`config.mk`:
```
export PLATFORM = sky130hd
export DESIGN_NAME = jtgng_rom_slots_flat
export DESIGN_NICKNAME = d
export VERILOG_FILES = /design/src/rtl/jtgng_rom_slots_pkg.sv /design/src/rtl/jtgng_rom_slots_if.sv /design/src/rtl/jtgng_rom_slot_cache.sv /design/src/rtl/jtgng_rom_slots.sv /design/src/flat_wrapper.sv
export SDC_FILE = /design/constraint.sdc
export NUM_CORES = 1
export LEC_CHECK = 0
export ABC_AREA = 1
export CORE_MARGIN = 1.5
export CORE_UTILIZATION = 48
export CTS_BUF_LIST = sky130_fd_sc_hd__clkbuf_4 sky130_fd_sc_hd__clkbuf_8 sky130_fd_sc_hd__clkbuf_16
export DETAILED_ROUTE_END_ITERATION = 8
export GPL_TIMING_DRIVEN = 0
export PLACE_DENSITY_LB_ADDON = 0.12
export SYNTH_ARGS = -nofsm -noshare
export SYNTH_HDL_FRONTEND = slang
export SYNTH_SLANG_ARGS = --single-unit
```
`constraint.sdc`:
```
create_clock -name clk -period 1.8 [get_ports clk]
set_clock_uncertainty 0.05 [all_clocks]
set_input_delay 0.36 -clock clk [delete_from_list [all_inputs] [get_ports clk]]
set_output_delay 0.36 -clock clk [all_outputs]
set_load 0.1 [all_outputs]
```
`src/rtl/jtgng_rom_slots_pkg.sv`:
```
// Shared definitions for the three-slot ROM arbiter.
//   state_t     : arbiter FSM states
//   SLOTS       : number of ROM clients
//   SDRAM_AW    : SDRAM word-address width
//   LATENCY_DEF : default read_sync-to-data_read latency in clk cycles
package jtgng_rom_slots_pkg;

   localparam int SLOTS       = 3;
   localparam int SDRAM_AW    = 22;
   localparam int LATENCY_DEF = 12;

   typedef enum logic {IDLE, WAIT} state_t;

endpackage

```
`src/rtl/jtgng_rom_slots_if.sv`:
```
// SDRAM controller read port as seen by the ROM arbiter.
//   sdram_addr : word address, bit 0 always 0 (32-bit pair fetch)
//   read_sync  : toggles once per read request
//   read_req   : high while a read is outstanding (inhibits refresh)
//   data_read  : {word addr+1, word addr} after the controller latency
// master = arbiter side, slave = controller side.
interface jtgng_rom_slots_if;
   import jtgng_rom_slots_pkg::*;

   logic [SDRAM_AW-1:0] sdram_addr;
   logic                read_sync;
   logic                read_req;
   logic [31:0]         data_read;

   modport master (output sdram_addr, read_sync, read_req, input data_read);
   modport slave  (input sdram_addr, read_sync, read_req, output data_read);
endinterface

```
`src/rtl/jtgng_rom_slot_cache.sv`:
```
// One-entry 32-bit cache for a single ROM client.
//   clk, rst_n : clock, synchronous active-low reset
//   clr        : invalidate entry and force ok low on the next edge
//   cs, addr   : client request and word address
//   we, wtag,
//   wdata      : fill from the arbiter (tag = addr[AW-1:1])
//   hit        : combinational hit for the current addr
//   ok, dout   : registered valid flag and selected 16-bit word
module jtgng_rom_slot_cache
   import jtgng_rom_slots_pkg::*;
#(
   parameter int AW = 15
)(
   input  logic          clk,
   input  logic          rst_n,
   input  logic          clr,
   input  logic          cs,
   input  logic [AW-1:0] addr,
   input  logic          we,
   input  logic [AW-2:0] wtag,
   input  logic [31:0]   wdata,
   output logic          hit,
   output logic          ok,
   output logic [15:0]   dout
);

   logic [AW-2:0] tag;
   logic [31:0]   data;
   logic          valid;

   assign hit = valid && (tag == addr[AW-1:1]);

   always_ff @(posedge clk) begin
      if (!rst_n) begin
         tag   <= '0;
         data  <= '0;
         valid <= 1'b0;
         ok    <= 1'b0;
         dout  <= '0;
      end else begin
         if (clr) begin
            valid <= 1'b0;
         end else if (we) begin
            valid <= 1'b1;
            tag   <= wtag;
            data  <= wdata;
         end
         // valid is still set on the first clr cycle, so gate ok explicitly
         ok   <= cs && hit && !clr;
         dout <= addr[0] ? data[31:16] : data[15:0];
      end
   end

endmodule

```
`src/rtl/jtgng_rom_slots.sv`:
```
// Three-client ROM arbiter with a one-entry cache per client, placed in
// front of the SDRAM controller. Misses are fetched as 32-bit pairs with
// fixed priority slot0 > slot1 > slot2; hits never reach SDRAM.
//   clk, rst_n            : clock, synchronous active-low reset
//   downloading           : ROM load; invalidates caches, blocks requests
//   loop_rst              : controller init; blocks/aborts requests
//   slotK_cs/addr         : client request and word address
//   slotK_ok/dout         : registered data valid and 16-bit word
//   sdram (master)        : sdram_addr, read_sync, read_req, data_read
module jtgng_rom_slots
   import jtgng_rom_slots_pkg::*;
#(
   parameter int                  AW0     = 17,
   parameter int                  AW1     = 15,
   parameter int                  AW2     = 15,
   parameter logic [SDRAM_AW-1:0] OFF0    = 22'h0,
   parameter logic [SDRAM_AW-1:0] OFF1    = 22'h20000,
   parameter logic [SDRAM_AW-1:0] OFF2    = 22'h28000,
   parameter int                  LATENCY = LATENCY_DEF
)(
   input  logic           clk,
   input  logic           rst_n,
   input  logic           downloading,
   input  logic           loop_rst,
   input  logic           slot0_cs,
   input  logic [AW0-1:0] slot0_addr,
   output logic           slot0_ok,
   output logic [15:0]    slot0_dout,
   input  logic           slot1_cs,
   input  logic [AW1-1:0] slot1_addr,
   output logic           slot1_ok,
   output logic [15:0]    slot1_dout,
   input  logic           slot2_cs,
   input  logic [AW2-1:0] slot2_addr,
   output logic           slot2_ok,
   output logic [15:0]    slot2_dout,
   jtgng_rom_slots_if.master sdram
);

   localparam int MAXAW = (AW0 > AW1) ? ((AW0 > AW2) ? AW0 : AW2)
                                      : ((AW1 > AW2) ? AW1 : AW2);
   localparam int CW    = $clog2(LATENCY + 1);

   logic [SLOTS-1:0]                cs_v, hit_v, pend, we_v, ok_v;
   logic [SLOTS-1:0][MAXAW-1:0]     addr_v;
   logic [SLOTS-1:0][SDRAM_AW-1:0]  base_v;
   logic [SLOTS-1:0][15:0]          dout_v;

   state_t           st, st_nxt;
   logic [CW-1:0]    cnt;
   logic [1:0]       gidx, gnt_idx;
   logic [MAXAW-2:0] gtag;
   logic             gnt_any, issue, fill, drop;

   assign cs_v      = {slot2_cs, slot1_cs, slot0_cs};
   assign addr_v[0] = MAXAW'(slot0_addr);
   assign addr_v[1] = MAXAW'(slot1_addr);
   assign addr_v[2] = MAXAW'(slot2_addr);
   assign pend      = cs_v & ~hit_v & {SLOTS{~downloading}};

   assign {slot2_ok,   slot1_ok,   slot0_ok}   = ok_v;
   assign {slot2_dout, slot1_dout, slot0_dout} = dout_v;

   for (genvar k = 0; k < SLOTS; k++) begin : g_slot
      localparam int                  AWK  = (k == 0) ? AW0 : (k == 1) ? AW1 : AW2;
      localparam logic [SDRAM_AW-1:0] OFFK = (k == 0) ? OFF0 : (k == 1) ? OFF1 : OFF2;
      logic [SDRAM_AW-1:0] sum;

      // pair address: even word inside the slot's SDRAM window
      assign sum       = OFFK + SDRAM_AW'({addr_v[k][AWK-1:1], 1'b0});
      assign base_v[k] = {sum[SDRAM_AW-1:1], 1'b0};

      jtgng_rom_slot_cache #(.AW(AWK)) u_cache (
         .clk   (clk),
         .rst_n (rst_n),
         .clr   (downloading),
         .cs    (cs_v[k]),
         .addr  (addr_v[k][AWK-1:0]),
         .we    (we_v[k]),
         .wtag  (gtag[AWK-2:0]),
         .wdata (sdram.data_read),
         .hit   (hit_v[k]),
         .ok    (ok_v[k]),
         .dout  (dout_v[k])
      );
   end

   always_ff @(posedge clk) begin
      if (!rst_n) st <= IDLE;
      else        st <= st_nxt;
   end

   always_comb begin
      st_nxt  = st;
      issue   = 1'b0;
      fill    = 1'b0;
      drop    = 1'b0;
      gnt_any = 1'b0;
      gnt_idx = 2'd0;
      we_v    = '0;
      // descending scan so the lowest pending index wins
      for (int k = SLOTS-1; k >= 0; k--) begin
         if (pend[k]) begin
            gnt_any = 1'b1;
            gnt_idx = 2'(k);
         end
      end
      case (st)
         IDLE: begin
            if (loop_rst || downloading) drop = 1'b1;
            else if (gnt_any) begin
               issue  = 1'b1;
               st_nxt = WAIT;
            end else drop = 1'b1;
         end
         WAIT: begin
            if (loop_rst || downloading) begin
               drop   = 1'b1;
               st_nxt = IDLE;
            end else if (cnt == '0) begin
               fill   = 1'b1;
               st_nxt = IDLE;
            end
         end
         default: st_nxt = IDLE;
      endcase
      if (fill) we_v[gidx] = 1'b1;
   end

   always_ff @(posedge clk) begin
      if (!rst_n) begin
         cnt              <= '0;
         gidx             <= '0;
         gtag             <= '0;
         sdram.sdram_addr <= '0;
         sdram.read_sync  <= 1'b0;
         sdram.read_req   <= 1'b0;
      end else begin
         if (issue) begin
            sdram.sdram_addr <= base_v[gnt_idx];
            sdram.read_sync  <= ~sdram.read_sync;
            sdram.read_req   <= 1'b1;
            cnt              <= CW'(LATENCY - 1);
            gidx             <= gnt_idx;
            gtag             <= addr_v[gnt_idx][MAXAW-1:1];
         end else if (drop) begin
            sdram.read_req   <= 1'b0;
         end
         if (st == WAIT && cnt != '0) cnt <= cnt - 1'b1;
      end
   end

endmodule
```
`src/flat_wrapper.sv`:
```
// flat-port wrapper written by rule: the top's interface ports become plain ports
module jtgng_rom_slots_flat import jtgng_rom_slots_pkg::*;
#(
   parameter int                  AW0     = 17,
   parameter int                  AW1     = 15,
   parameter int                  AW2     = 15,
   parameter logic [SDRAM_AW-1:0] OFF0    = 22'h0,
   parameter logic [SDRAM_AW-1:0] OFF1    = 22'h20000,
   parameter logic [SDRAM_AW-1:0] OFF2    = 22'h28000,
   parameter int                  LATENCY = LATENCY_DEF
)
  (clk, rst_n, downloading, loop_rst, slot0_cs, slot0_addr, slot0_ok, slot0_dout, slot1_cs, slot1_addr, slot1_ok, slot1_dout, slot2_cs, slot2_addr, slot2_ok, slot2_dout, sdram_sdram_addr, sdram_read_sync, sdram_read_req, sdram_data_read);
  jtgng_rom_slots_if sdram_i ();
  input  logic clk;
  input  logic rst_n;
  input  logic downloading;
  input  logic loop_rst;
  input  logic slot0_cs;
  input  logic [AW0-1:0] slot0_addr;
  output logic slot0_ok;
  output logic [15:0] slot0_dout;
  input  logic slot1_cs;
  input  logic [AW1-1:0] slot1_addr;
  output logic slot1_ok;
  output logic [15:0] slot1_dout;
  input  logic slot2_cs;
  input  logic [AW2-1:0] slot2_addr;
  output logic slot2_ok;
  output logic [15:0] slot2_dout;
  output wire logic [$bits(sdram_i.sdram_addr)-1:0] sdram_sdram_addr;
  output wire logic [$bits(sdram_i.read_sync)-1:0] sdram_read_sync;
  output wire logic [$bits(sdram_i.read_req)-1:0] sdram_read_req;
  input wire logic [$bits(sdram_i.data_read)-1:0] sdram_data_read;
  assign sdram_sdram_addr = sdram_i.sdram_addr;
  assign sdram_read_sync = sdram_i.read_sync;
  assign sdram_read_req = sdram_i.read_req;
  assign sdram_i.data_read = sdram_data_read;
  jtgng_rom_slots #(.AW0(AW0), .AW1(AW1), .AW2(AW2), .OFF0(OFF0), .OFF1(OFF1), .OFF2(OFF2), .LATENCY(LATENCY)) u_core (.clk(clk), .rst_n(rst_n), .downloading(downloading), .loop_rst(loop_rst), .slot0_cs(slot0_cs), .slot0_addr(slot0_addr), .slot0_ok(slot0_ok), .slot0_dout(slot0_dout), .slot1_cs(slot1_cs), .slot1_addr(slot1_addr), .slot1_ok(slot1_ok), .slot1_dout(slot1_dout), .slot2_cs(slot2_cs), .slot2_addr(slot2_addr), .slot2_ok(slot2_ok), .slot2_dout(slot2_dout), .sdram(sdram_i));
endmodule
```
==> summary.txt, run 1 <==
Status
  – Outcome: finished with violations
  – Violated checks: setup timing

Clock network
  – CTS tree: built
  – Worst-case clock buffer depth: 3
  – CTS buffer count: 23
  – Depth of the CTS H-tree: 1
  – Hold_buf cts: 0
  – Clock-pin transition on the worst setup and hold timing paths: 0.06 ns
  – Clk Tree Root Cell: clkbuf_16
  – Insertion delay to the later sink of the worst-skew pair: 0.53 ns
  – TritonCTS sink count: 221

Worst setup path
  – Top fanout value on the critical path: 7
  – Critical path origin: u_core.cnt[1]
  – Crit path buffers/inverters: 5
  – Data required time of the worst path: 2.17 ns
  – CP startpoint kind: flip-flop
  – Beginning of the worst register-to-register path: u_core.cnt[1]
  – Classification of the worst setup path: reg -> reg
  – CP Data Arrival Time: 2.27 ns
  – Slowest CP cell: dfxtp_2
  – Cell-by-cell listing of the critical path: inv_2 > ha_4 > nand3_4 > inv_4 > nand2_4 > nor3_4 > buf_12 > clkinvlp_4 > clkbuf_8 > nor2_2 > nor2_1
  – Cell family with the largest share of critical-path delay: buffers and inverters
  – Category of the worst setup path capture point: flip-flop
  – Largest stage delay on the critical path: 0.32 ns

Route
  – Iteration-0 DRC count of the detailed router: 825
  – DRC violation count after routing: 0
  – Number of vias in the routed layout: 9,273
  – Routed WL per cell: 17.52 um
  – Count of nets left with antenna violations after detail routing: 0
  – Average vias per placed instance: 5.272
  – Drt total wl: 30,810 um
  – Router iterations before antenna repair: 5

Global route
  – Antenna violations before repair: 0
  – Vias in the first global route: 8,082
  – GRT Resource Usage Total: 28.29%
  – Global-route congestion overflow total: 0
  – Pin count of the biggest net entering global routing: 15
  – First-pass GRT wire length: 43,820 um

Layout
  – Number of nets in the final layout: 1,599
  – Footprint of the multi-input gates: 4473 um2
  – Fillers: 1,550
  – Share of final-layout standard cells stronger than drive strength 1: 24.92%
  – Highest-count cells in the layout ignoring fill and taps: dfxtp_1 (215), nor2_1 (193), o21ai_0 (163), inv_1 (139), nand2_1 (134)
  – Diodes inserted: 0
  – Number of non-filler instances in the completed layout: 1,759
  – Commonest non-fill, non-tap cell in the layout: dfxtp_1
  – Storage element area: 4432 um2
  – Area growth from synthesis to layout: 40.49%

Synth
  – Cell area after synthesis: 9209 um2
  – Unique cell type count in the Yosys netlist: 32
  – Synthesized area per cell: 7.128 um2
  – Synth Warn #: 0
  – Register bit count reported by yosys: 221
  – Sequential-to-total area share from yosys stat: 48.04%
  – Synth Instances: 1,292

Power and ir drop
  – Total power per unit cell area: 886.6 nW/um2
  – Max VDD drop: 0.6545 mV
  – Static leakage: 5.608 nW

Worst hold path
  – Min-delay src: slot0_addr[6]
  – Min-delay worst type: in -> reg

Die
  – Die height: 141.5 um
  – Die ar.: 20,030 um2
  – Ports placed on the boundary: 161
  – Number of rows in the core area: 50
  – Die width: 141.5 um
  – Starting density of the core: 49.07%
  – Placeable core region: 18,770 um2

STA
  – Hold WS: 0.2439 ns
  – Max Fclk: 526.5 MHz
  – Post-route fraction of the period consumed by the critical path: 105.5%
  – Measured slew at the worst slew-check pin: 0.7325 ns
  – RSZ-0062 raised after global routing: yes
  – Slew Viols, Final: 0
  – Number of setup violations in the final report: 78
  – Max-slew headroom at the worst pin: 51.17%
  – Min Clock Period, post-route: 1.899 ns
  – Worst setup margin: -0.09916 ns
  – Number of endpoints with negative hold slack in the final report: 0

Place
  – Post-placement worst setup slack: -0.8893 ns
  – Routability congestion estimate: 0.9293
  – Cell count after placement: 1,684
  – # port buffers: 154
  – HPWL after DPL: 21,530 um

Run
  – Max-cap viol count: 0
-- cell type report --
cell class                      instances  area share [%]
Buffer                                 88           4.720
Clock buffer                           29           4.845
Clock inverter                         10          0.6963
Inverter                              157           4.671
Multi-Input combinational cell        831           34.57
Sequential cell                       221           34.26
Tap cell                              234           2.263
Timing Repair Buffer                  189           13.97
-- worst paths after layout --
check	end	slack [ns]	cells after the start
max	u_core.g_slot[2].u_cache.data[21]	-0.1	11
min	u_core.gtag[5]	0.24	5
max reg2reg	u_core.g_slot[2].u_cache.data[21]	-0.1	11
min reg2reg	u_core.g_slot[0].u_cache.data[9]	0.40	2
-- cell families after synthesis --
kind of cell | Yosys count | share of synthesized area, %
AOI/OAI and AO/OA | 310 | 17.04
xor gates and xnor gates | 9 | 0.8560
adders and majority gates | 2 | 0.2717
buffers and inverters | 245 | 11.32
DFF | 221 | 48.04
other | 1 | 0.04072
and+or+nand+nor | 504 | 22.43
-- metal layers --
layer | vias to the layer above | wire, um | global-route usage, %
li1 | 4518 | - | -
met1 | 4253 | 13970 | 42.19
met2 | 436 | 13710 | 43.06
met3 | 66 | 2502 | 4.556
met4 | 0 | 626 | 6.240
met5 | - | 0 | 0
-- per-stage QoR --
stage	TNS (ns)	util, %	total power (W)	instance area, um2
2_1_floorplan	0	-	0.006193	9224
3_3_place_gp	-121.90	58.92	0.006777	11060
3_5_place_dp	-122.10	58.92	0.006784	11060
4_1_cts	-0.3419	64.25	0.01134	12060
5_1_grt	-10.79	68.93	0.01178	12940
6_report	-3.171	68.93	0.01147	12940
-- power by group --
| group | leakage, nW | switching (W) | internal [W] |
|---|---|---|---|
| combinational | 3.45 | 0.00128 | 0.000542 |
| sequential | 1.79 | 0.0000551 | 0.00499 |
| clock | 0.369 | 0.00198 | 0.00262 |
-- Yosys cell counts --
library cell	number	area share [%]
nor2_1	268	11
dfxtp_1	221	48
o21ai_0	191	10
nand2_1	169	6.9
inv_1	152	6.2
a21oi_1	113	6.1
clkbuf_1	48	2.0
nand3_1	44	2.4
buf_4	23	1.9
buf_2	8	0.43
xnor2_1	8	0.76
inv_2	5	0.20
nand3b_1	5	0.41
buf_1	3	0.12
buf_6	3	0.37
clkbuf_2	3	0.16
nand2_4	3	0.37
nand3_2	3	0.33
nand4_1	3	0.20
nor3_1	3	0.16
o2111ai_1	3	0.29
ha_1	2	0.27
nor3_4	2	0.35
a21oi_2	1	0.095
conb_1	1	0.041
nand3_4	1	0.19
nor2_2	1	0.068
nor3b_1	1	0.082
nor4_1	1	0.068
o21ai_1	1	0.054
o31ai_1	1	0.082
xor2_1	1	0.095
-- worst reg2reg max path: stages, from the launching register on --
cell        delay [ns]
dfxtp_2           0.32
inv_2             0.08
ha_4              0.15
nand3_4           0.09
inv_4             0.09
nand2_4           0.07
nor3_4            0.15
buf_12            0.15
clkinvlp_4        0.23
clkbuf_8          0.25
nor2_2            0.09
nor2_1            0.06
-- repair_timing --
item	in CTS	in global routing
gates resized for setup	362	336
pin swaps	8	44
setup buffers	12	10
gates cloned	4	10
setup endpoints to repair	240	189
-- state kept, by name, summed over array words and instances, names as in the netlist --
signal                       count
u_core.g_slot.u_cache.data      96
u_core.gidx                      2
u_core.g_slot.u_cache.ok         3
u_core.sdram.sdram_addr          3
u_core.g_slot.u_cache.valid      3
u_core.sdram.read_sync           1
u_core.gtag                     15
u_core.sdram.read_req            1
u_core.g_slot.u_cache.tag       44
u_core.g_slot.u_cache.dout      48
u_core.cnt                       4
u_core.st                        1
No activity file was read; power rests on OpenSTA's default activity.
==> run 2, diff against run 1 <==
--- a/config.mk
+++ b/config.mk
@@ -6,12 +6,14 @@
 export NUM_CORES = 1
 export LEC_CHECK = 0
 export ABC_AREA = 1
+export CAP_MARGIN = 20
 export CORE_MARGIN = 1.5
 export CORE_UTILIZATION = 48
 export CTS_BUF_LIST = sky130_fd_sc_hd__clkbuf_4 sky130_fd_sc_hd__clkbuf_8 sky130_fd_sc_hd__clkbuf_16
 export DETAILED_ROUTE_END_ITERATION = 8
 export GPL_TIMING_DRIVEN = 0
 export PLACE_DENSITY_LB_ADDON = 0.12
+export SETUP_SLACK_MARGIN = 0.15
 export SYNTH_ARGS = -nofsm -noshare
 export SYNTH_HDL_FRONTEND = slang
 export SYNTH_SLANG_ARGS = --single-unit
==> run 2 against run 1 <==
  * The flow still finishes with violations (setup timing)
  * Hold slack got worse by 0.028 ns
  * Non-clock buffer count rose by 5
  * Utilization rose by 2.1 points
  * Routed wire length rose by 5.2%
  * Critical path depth rose by 2
  * Critical endpoint is now u_core.sdram.sdram_addr[16]
==> summary.txt, run 2 (synthesized netlist as in run 1, its figures left out) <==
Worst setup path
  – Largest stage delay on the critical path: 0.32 ns (about the same)
  – Slowest CP cell: dfxtp_2
  – Data required time of the worst path: 2.17 ns (about the same)
  – Top fanout value on the critical path: 8 (+1)
  – CP Data Arrival Time: 2.32 ns (+0.05 ns)
  – Category of the worst setup path capture point: flip-flop
  – Crit path buffers/inverters: 2 (-3)
  – Classification of the worst setup path: reg -> reg
  – Top cell by count, worst path: nand2_1
  – Cell family with the largest share of critical-path delay: simple AND/OR/NAND/NOR gates
  – CP startpoint kind: flip-flop
  – Cell-by-cell listing of the critical path: inv_2 > nand2_1 > nand2_1 > nand3b_1 > nor2_2 > nand3_2 > nand2_4 > nand3_4 > nand2_8 > clkbuf_16 > nand2_2 > nand2_1 > nor2_1

Status
  – Outcome: finished with violations
  – Violated checks: setup timing

STA
  – Worst setup margin: -0.1495 ns (-0.05034 ns)
  – Number of setup violations in the final report: 85 (+9.0%)
  – Measured slew at the worst slew-check pin: 0.6867 ns (-0.04585 ns)
  – Number of endpoints with negative hold slack in the final report: 0 (unchanged)
  – Post-route fraction of the period consumed by the critical path: 108.3% (+2.8 points)
  – Slew Viols, Final: 0 (unchanged)
  – Max Fclk: 513.0 MHz (-2.6%)
  – Max-slew headroom at the worst pin: 54.22% (+3.1 points)
  – RSZ-0062 raised after global routing: yes
  – Min Clock Period, post-route: 1.950 ns (+0.05034 ns)

Clock network
  – Clock-pin transition on the worst setup and hold timing paths: 0.06 ns (about the same)
  – Depth of the CTS H-tree: 1 (unchanged)
  – Worst-case clock buffer depth: 3 (unchanged)
  – CTS tree: built
  – Insertion delay to the later sink of the worst-skew pair: 0.54 ns (about the same)
  – CTS buffer count: 24 (+4.3%)
  – Clk Tree Root Cell: clkbuf_16
  – TritonCTS sink count: 221 (unchanged)

Route
  – Routed WL per cell: 18.35 um (+4.8%)
  – Count of nets left with antenna violations after detail routing: 0 (unchanged)
  – Router iterations before antenna repair: 5 (unchanged)
  – Drt total wl: 32,410 um (+5.2%)
  – DRC violation count after routing: 0 (unchanged)
  – Number of vias in the routed layout: 9,572 (+3.2%)
  – Average vias per placed instance: 5.420 (+2.8%)
  – Iteration-0 DRC count of the detailed router: 1,139 (+38%)

Power and ir drop
  – Total power per unit cell area: 876.4 nW/um2 (-1.2%)
  – Max VDD drop: 0.7253 mV (+11%)
  – Design Power: 0.01169 W (+1.9%)
  – Static leakage: 5.770 nW (+2.9%)

Place
  – HPWL after DPL: 21,490 um (-0.20%)
  – Cell count after placement: 1,684 (unchanged)
  – Routability congestion estimate: 0.9628 (+3.6%)
  – Placed inst area: 11,060 um2 (about the same)
  – # port buffers: 154 (unchanged)

Global route
  – Antenna violations before repair: 1 (+1)
  – GRT Resource Usage Total: 28.93% (+0.64 points)
  – Vias in the first global route: 8,343 (+3.2%)
  – First-pass GRT wire length: 44,880 um (+2.4%)
  – Pin count of the biggest net entering global routing: 14 (-1)
  – Global-route congestion overflow total: 0 (unchanged)

Layout
  – Fillers: 1,478 (-4.6%)
  – Number of nets in the final layout: 1,605 (+0.38%)
  – Commonest non-fill, non-tap cell in the layout: nor2_1
  – Footprint of the multi-input gates: 4398 um2 (-1.7%)
  – Share of final-layout standard cells stronger than drive strength 1: 25.07% (+0.15 points)
  – Biggest registers after layout: u_core.g_slot.u_cache.data: 96 flops, u_core.g_slot.u_cache.dout: 48 flops, u_core.g_slot.u_cache.tag: 44 flops
  – Area of all placed cells without fillers: 13,340 um2 (+3.1%)
  – Area growth from synthesis to layout: 44.81%
  – Largest register FFs: 96 (unchanged)
  – Number of non-filler instances in the completed layout: 1,766 (+0.40%)
  – Post-Route Utilization: 71.05% (+2.1 points)
  – Storage element area: 4449 um2 (+0.40%)
  – Highest-count cells in the layout ignoring fill and taps: nor2_1 (206), dfxtp_1 (203), inv_1 (143), nand2_1 (141), o21ai_0 (139)
  – Diodes inserted: 0 (unchanged)
  – Register with the most flip-flops: u_core.g_slot.u_cache.data

Die
  – Die width: 141.5 um (unchanged)
  – Starting density of the core: 49.07% (unchanged)
  – Die ar.: 20,030 um2 (unchanged)
  – Die height: 141.5 um (unchanged)
  – Ports placed on the boundary: 161 (unchanged)
  – Placeable core region: 18,770 um2 (unchanged)
  – Number of rows in the core area: 50 (unchanged)

Worst hold path
  – Min-delay worst type: in -> reg

Run
  – Max-cap viol count: 0 (unchanged)
-- run 2: changes by cell type in the layout (fill, tap and decap cells not counted), moves of 8 or more --
cell / delta
clkbuf_16: +9
clkbuf_4: +13
o21ai_0: -24
buf_4: +29
o21ai_1: +24
clkdlybuf4s18_2: -16
buf_12: +9
nor2_1: +13
dfxtp_2: +11
nor2_2: -8
dfxtp_1: -12
buf_8: +14
buf_2: -36
-- run 2: cell type report --
class	count	area share (%)
Buffer	88	5.536
Clock buffer	34	5.254
Clock inverter	7	0.4128
Inverter	157	4.541
Multi-Input combinational cell	831	32.98
Sequential cell	221	33.36
Tap cell	234	2.196
Timing Repair Buffer	194	15.72
-- run 2: layer usage --
layer	up-vias	track usage (%)	share of wire, %
li1	4529	-	-
met1	4439	42.79	44
met2	511	43.01	43
met3	93	4.725	8.9
met4	0	9.333	3.8
met5	-	0	0
-- run 2: stage by stage --
step / hold slack, ns / setup TNS [ns] / worst slack [ns]
final: 0.2155 / -6.422 / -0.1495
after global routing: 0.2499 / -12.02 / -0.2354
after CTS: 0.2395 / 0 / 0.004295
after detailed placement: 0.3835 / -128.71 / -0.8707
after global placement: 0.3794 / -125.88 / -0.8421
after floorplan: 0.3705 / 0 / 0.1401
-- run 2: worst min-delay path, delay by kind of cell --
kind                   cells  cell delay [ns]
AOI/OAI and AO/OA          1             0.06
buffers and inverters      2             0.22
and+or+nand+nor            2             0.11
-- run 2: final timing paths --
check | depth (start not counted) | startpoint | endpoint | slack, ns
worst max-delay path | 13 | u_core.g_slot[0].u_cache.tag[15] | u_core.sdram.sdram_addr[16] | -0.15
worst min-delay path | 5 | slot0_addr[6] | u_core.gtag[5] | 0.22
worst max register to register | 13 | u_core.g_slot[0].u_cache.tag[15] | u_core.sdram.sdram_addr[16] | -0.15
worst min register to register | 2 | u_core.g_slot[0].u_cache.data[0] | u_core.g_slot[0].u_cache.data[0] | 0.39
-- run 2: power breakdown --
| group | total [W] | switching (W) | internal, W |
|---|---|---|---|
| Sequential | 0.00505 | 0.0000600 | 0.00499 |
| Clock | 0.00476 | 0.00204 | 0.00272 |
| Combinational | 0.00188 | 0.00129 | 0.000592 |
| Total | 0.0117 | 0.00338 | 0.00830 |
-- run 2: repair_timing --
action                                  in CTS  in global routing
buffers inserted                            11                 15
gates cloned                                 3                 12
endpoints found under the setup margin     240                189
endpoints found under the hold margin        0                  0
hold buffers                                 0                  0
gates resized for setup                    523                318
pin swaps                                    8                 54
==> run 3, diff against run 2 <==
--- a/config.mk
+++ b/config.mk
@@ -17,3 +17,4 @@
 export SYNTH_ARGS = -nofsm -noshare
 export SYNTH_HDL_FRONTEND = slang
 export SYNTH_SLANG_ARGS = --single-unit
+export TNS_END_PERCENT = 10
==> run 3 against run 2 <==
  * The flow now finishes without violations
  * Critical path depth increased by 2
  * Setup slack improved by 0.16 ns
  * Non-clock buffer count shrank 10
  * First-iteration DRC count fell by 31%
  * Via count is 5.2% lower
  * Sequential power is essentially flat
  * Hold slack worse by 0.0033 ns
  * Largest power group unchanged
  * Highest routed layer unchanged
==> summary.txt, run 3 (synthesized netlist as in run 1, its figures left out) <==
Worst setup path
  – Top fanout value on the critical path: 8 (unchanged)
  – CP startpoint kind: input port
  – Classification of the worst setup path: in -> reg
  – CP Data Arrival Time: 2.16 ns (-0.16 ns)
  – Category of the worst setup path capture point: flip-flop
  – Data required time of the worst path: 2.17 ns (about the same)

Global route
  – First-pass GRT wire length: 44,120 um (-1.7%)
  – Global-route congestion overflow total: 0 (unchanged)
  – GRT Resource Usage Total: 28.46% (-0.47 points)
  – Pin count of the biggest net entering global routing: 15 (+1)
  – Antenna violations before repair: 0 (-1)
  – GR Layer Usage met1: 42.23% (-0.56 points)
  – Met3 Use GR: 4.185% (-0.54 points)
  – GR peak layer: met2
  – Vias in the first global route: 8,187 (-1.9%)
  – Met2 track utilization from global routing: 43.73% (+0.72 points)

Clock network
  – CTS tree: built
  – Clock-pin transition on the worst setup and hold timing paths: 0.06 ns (about the same)
  – Insertion delay to the later sink of the worst-skew pair: 0.53 ns (about the same)
  – CTS buffer count: 23 (-4.2%)
  – Clk Tree Root Cell: clkbuf_16
  – Hold_buf cts: 0 (unchanged)
  – TritonCTS sink count: 221 (unchanged)
  – Worst-case clock buffer depth: 3 (unchanged)
  – Depth of the CTS H-tree: 1 (unchanged)

Route
  – Number of vias in the routed layout: 9,074 (-5.2%)
  – Router iterations before antenna repair: 5 (unchanged)
  – Drt total wl: 29,500 um (-9.0%)
  – Count of nets left with antenna violations after detail routing: 0 (unchanged)
  – Iteration-0 DRC count of the detailed router: 787 (-31%)
  – DRC violation count after routing: 0 (unchanged)
  – Routed WL per cell: 16.83 um (-8.3%)
  – Average vias per placed instance: 5.176 (-4.5%)

STA
  – Slew Viols, Final: 0 (unchanged)
  – Number of endpoints with negative hold slack in the final report: 0 (unchanged)
  – Post-route fraction of the period consumed by the critical path: 99.49% (-8.8 points)
  – Measured slew at the worst slew-check pin: 0.6485 ns (-0.03816 ns)
  – Max-slew headroom at the worst pin: 56.77% (+2.5 points)
  – Max Fclk: 558.4 MHz (+8.9%)
  – RSZ-0062 raised after global routing: yes
  – Min Clock Period, post-route: 1.791 ns (-0.1586 ns)
  – Number of setup violations in the final report: 0 (-100%)

Layout
  – Share of final-layout standard cells stronger than drive strength 1: 19.42% (-5.6 points)
  – Number of nets in the final layout: 1,593 (-0.75%)
  – Largest register FFs: 96 (unchanged)
  – Area growth from synthesis to layout: 34.92%
  – Fillers: 1,652 (+12%)
  – Highest-count cells in the layout ignoring fill and taps: nor2_1 (256), dfxtp_1 (211), o21ai_0 (157), nand2_1 (143), inv_1 (136)
  – Biggest registers after layout: u_core.g_slot.u_cache.data: 96 flops, u_core.g_slot.u_cache.dout: 48 flops, u_core.g_slot.u_cache.tag: 44 flops
  – Area of all placed cells without fillers: 12,420 um2 (-6.8%)
  – Commonest non-fill, non-tap cell in the layout: nor2_1
  – Register with the most flip-flops: u_core.g_slot.u_cache.data
  – Number of non-filler instances in the completed layout: 1,753 (-0.74%)
  – Diodes inserted: 0 (unchanged)

Die
  – Ports placed on the boundary: 161 (unchanged)
  – Die width: 141.5 um (unchanged)
  – Number of rows in the core area: 50 (unchanged)
  – Placeable core region: 18,770 um2 (unchanged)
  – Die ar.: 20,030 um2 (unchanged)
  – Starting density of the core: 49.07% (unchanged)
  – Die height: 141.5 um (unchanged)

Power and ir drop
  – Total power per unit cell area: 922.4 nW/um2 (+5.2%)
  – Static leakage: 5.569 nW (-3.5%)
  – Max VDD drop: 0.6898 mV (-4.9%)

Status
  – Outcome: complete, no violations

Place
  – Placed inst area: 11,060 um2 (about the same)
  – # port buffers: 154 (unchanged)
  – Cell count after placement: 1,684 (unchanged)
  – HPWL after DPL: 21,530 um (+0.20%)
  – Routability congestion estimate: 0.9293 (-3.5%)

Worst hold path
  – Min-delay worst type: in -> reg

Run
  – Max-cap viol count: 0 (unchanged)
run 3: path summary, 6_finish.rpt:
check	startpoint	endpoint	slack (ns)	cells after the start
worst max-delay path	slot2_addr[6]	u_core.cnt[3]	0.009	15
worst min-delay path	rst_n	u_core.g_slot[1].u_cache.tag[4]	0.21	3
worst max register to register	u_core.g_slot[0].u_cache.tag[2]	u_core.cnt[3]	0.03	13
worst min register to register	u_core.g_slot[0].u_cache.data[9]	u_core.g_slot[0].u_cache.data[9]	0.40	2
run 3: final cells by class:
cell class	instances	area [um2]	share of cell area (%)
Sequential cell	221	4437	35.71
Multi-Input combinational cell	830	4004	32.23
Timing Repair Buffer	184	1764	14.20
Clock buffer	29	626.9	5.045
Buffer	88	613.1	4.935
Inverter	157	596.8	4.804
Tap cell	234	292.8	2.357
Clock inverter	10	90.09	0.7251
run 3: power by group:
part	internal [W]	total, W	leakage (nW)	switching (W)
Clock	0.00262	0.00461	0.369	0.00199
Sequential	0.00499	0.00505	1.80	0.0000563
Combinational	0.000570	0.00180	3.40	0.00123
run 3: timing repair:
item,4_1_cts,5_1_grt
gates resized for setup,487,188
gates cloned,5,1
endpoints found under the hold margin,0,0
pin swaps,15,29
endpoints found under the setup margin,240,223
buffers inserted,20,4
run 3: metal layers:
metal  share of wire, %  vias up
met5                  0        -
met4                1.5        0
met3                7.7       41
met2                 44      363
met1                 47     4176
li1                   -     4494
run 3: metrics by stage:
stage / total power [W] / worst slack, ns / hold slack (ns) / setup TNS, ns / util (%)
2_1_floorplan: 0.006193 / 0.1269 / 0.3705 / 0 / -
3_3_place_gp: 0.006777 / -0.8907 / 0.3808 / -121.90 / 58.92
3_5_place_dp: 0.006784 / -0.8893 / 0.3881 / -122.10 / 58.92
4_1_cts: 0.01136 / 0.04124 / 0.2183 / 0 / 63.93
5_1_grt: 0.01177 / -0.09608 / 0.2442 / -2.153 / 66.20
6_report: 0.01146 / 0.009111 / 0.2123 / 0 / 66.20
run 3: worst max-delay path: stages:
cell and delay (ns):
clkdlybuf4s50_1 0.47, inv_1 0.09, nand2_1 0.07, nand2_1 0.05, nor2_1 0.11, nand2_1 0.11
nor2_4 0.17, nand2_2 0.08, nand2_2 0.08, nand3_4 0.11, nand2_8 0.13, buf_6 0.14
nand3_2 0.07, nand3_2 0.07, inv_1 0.05
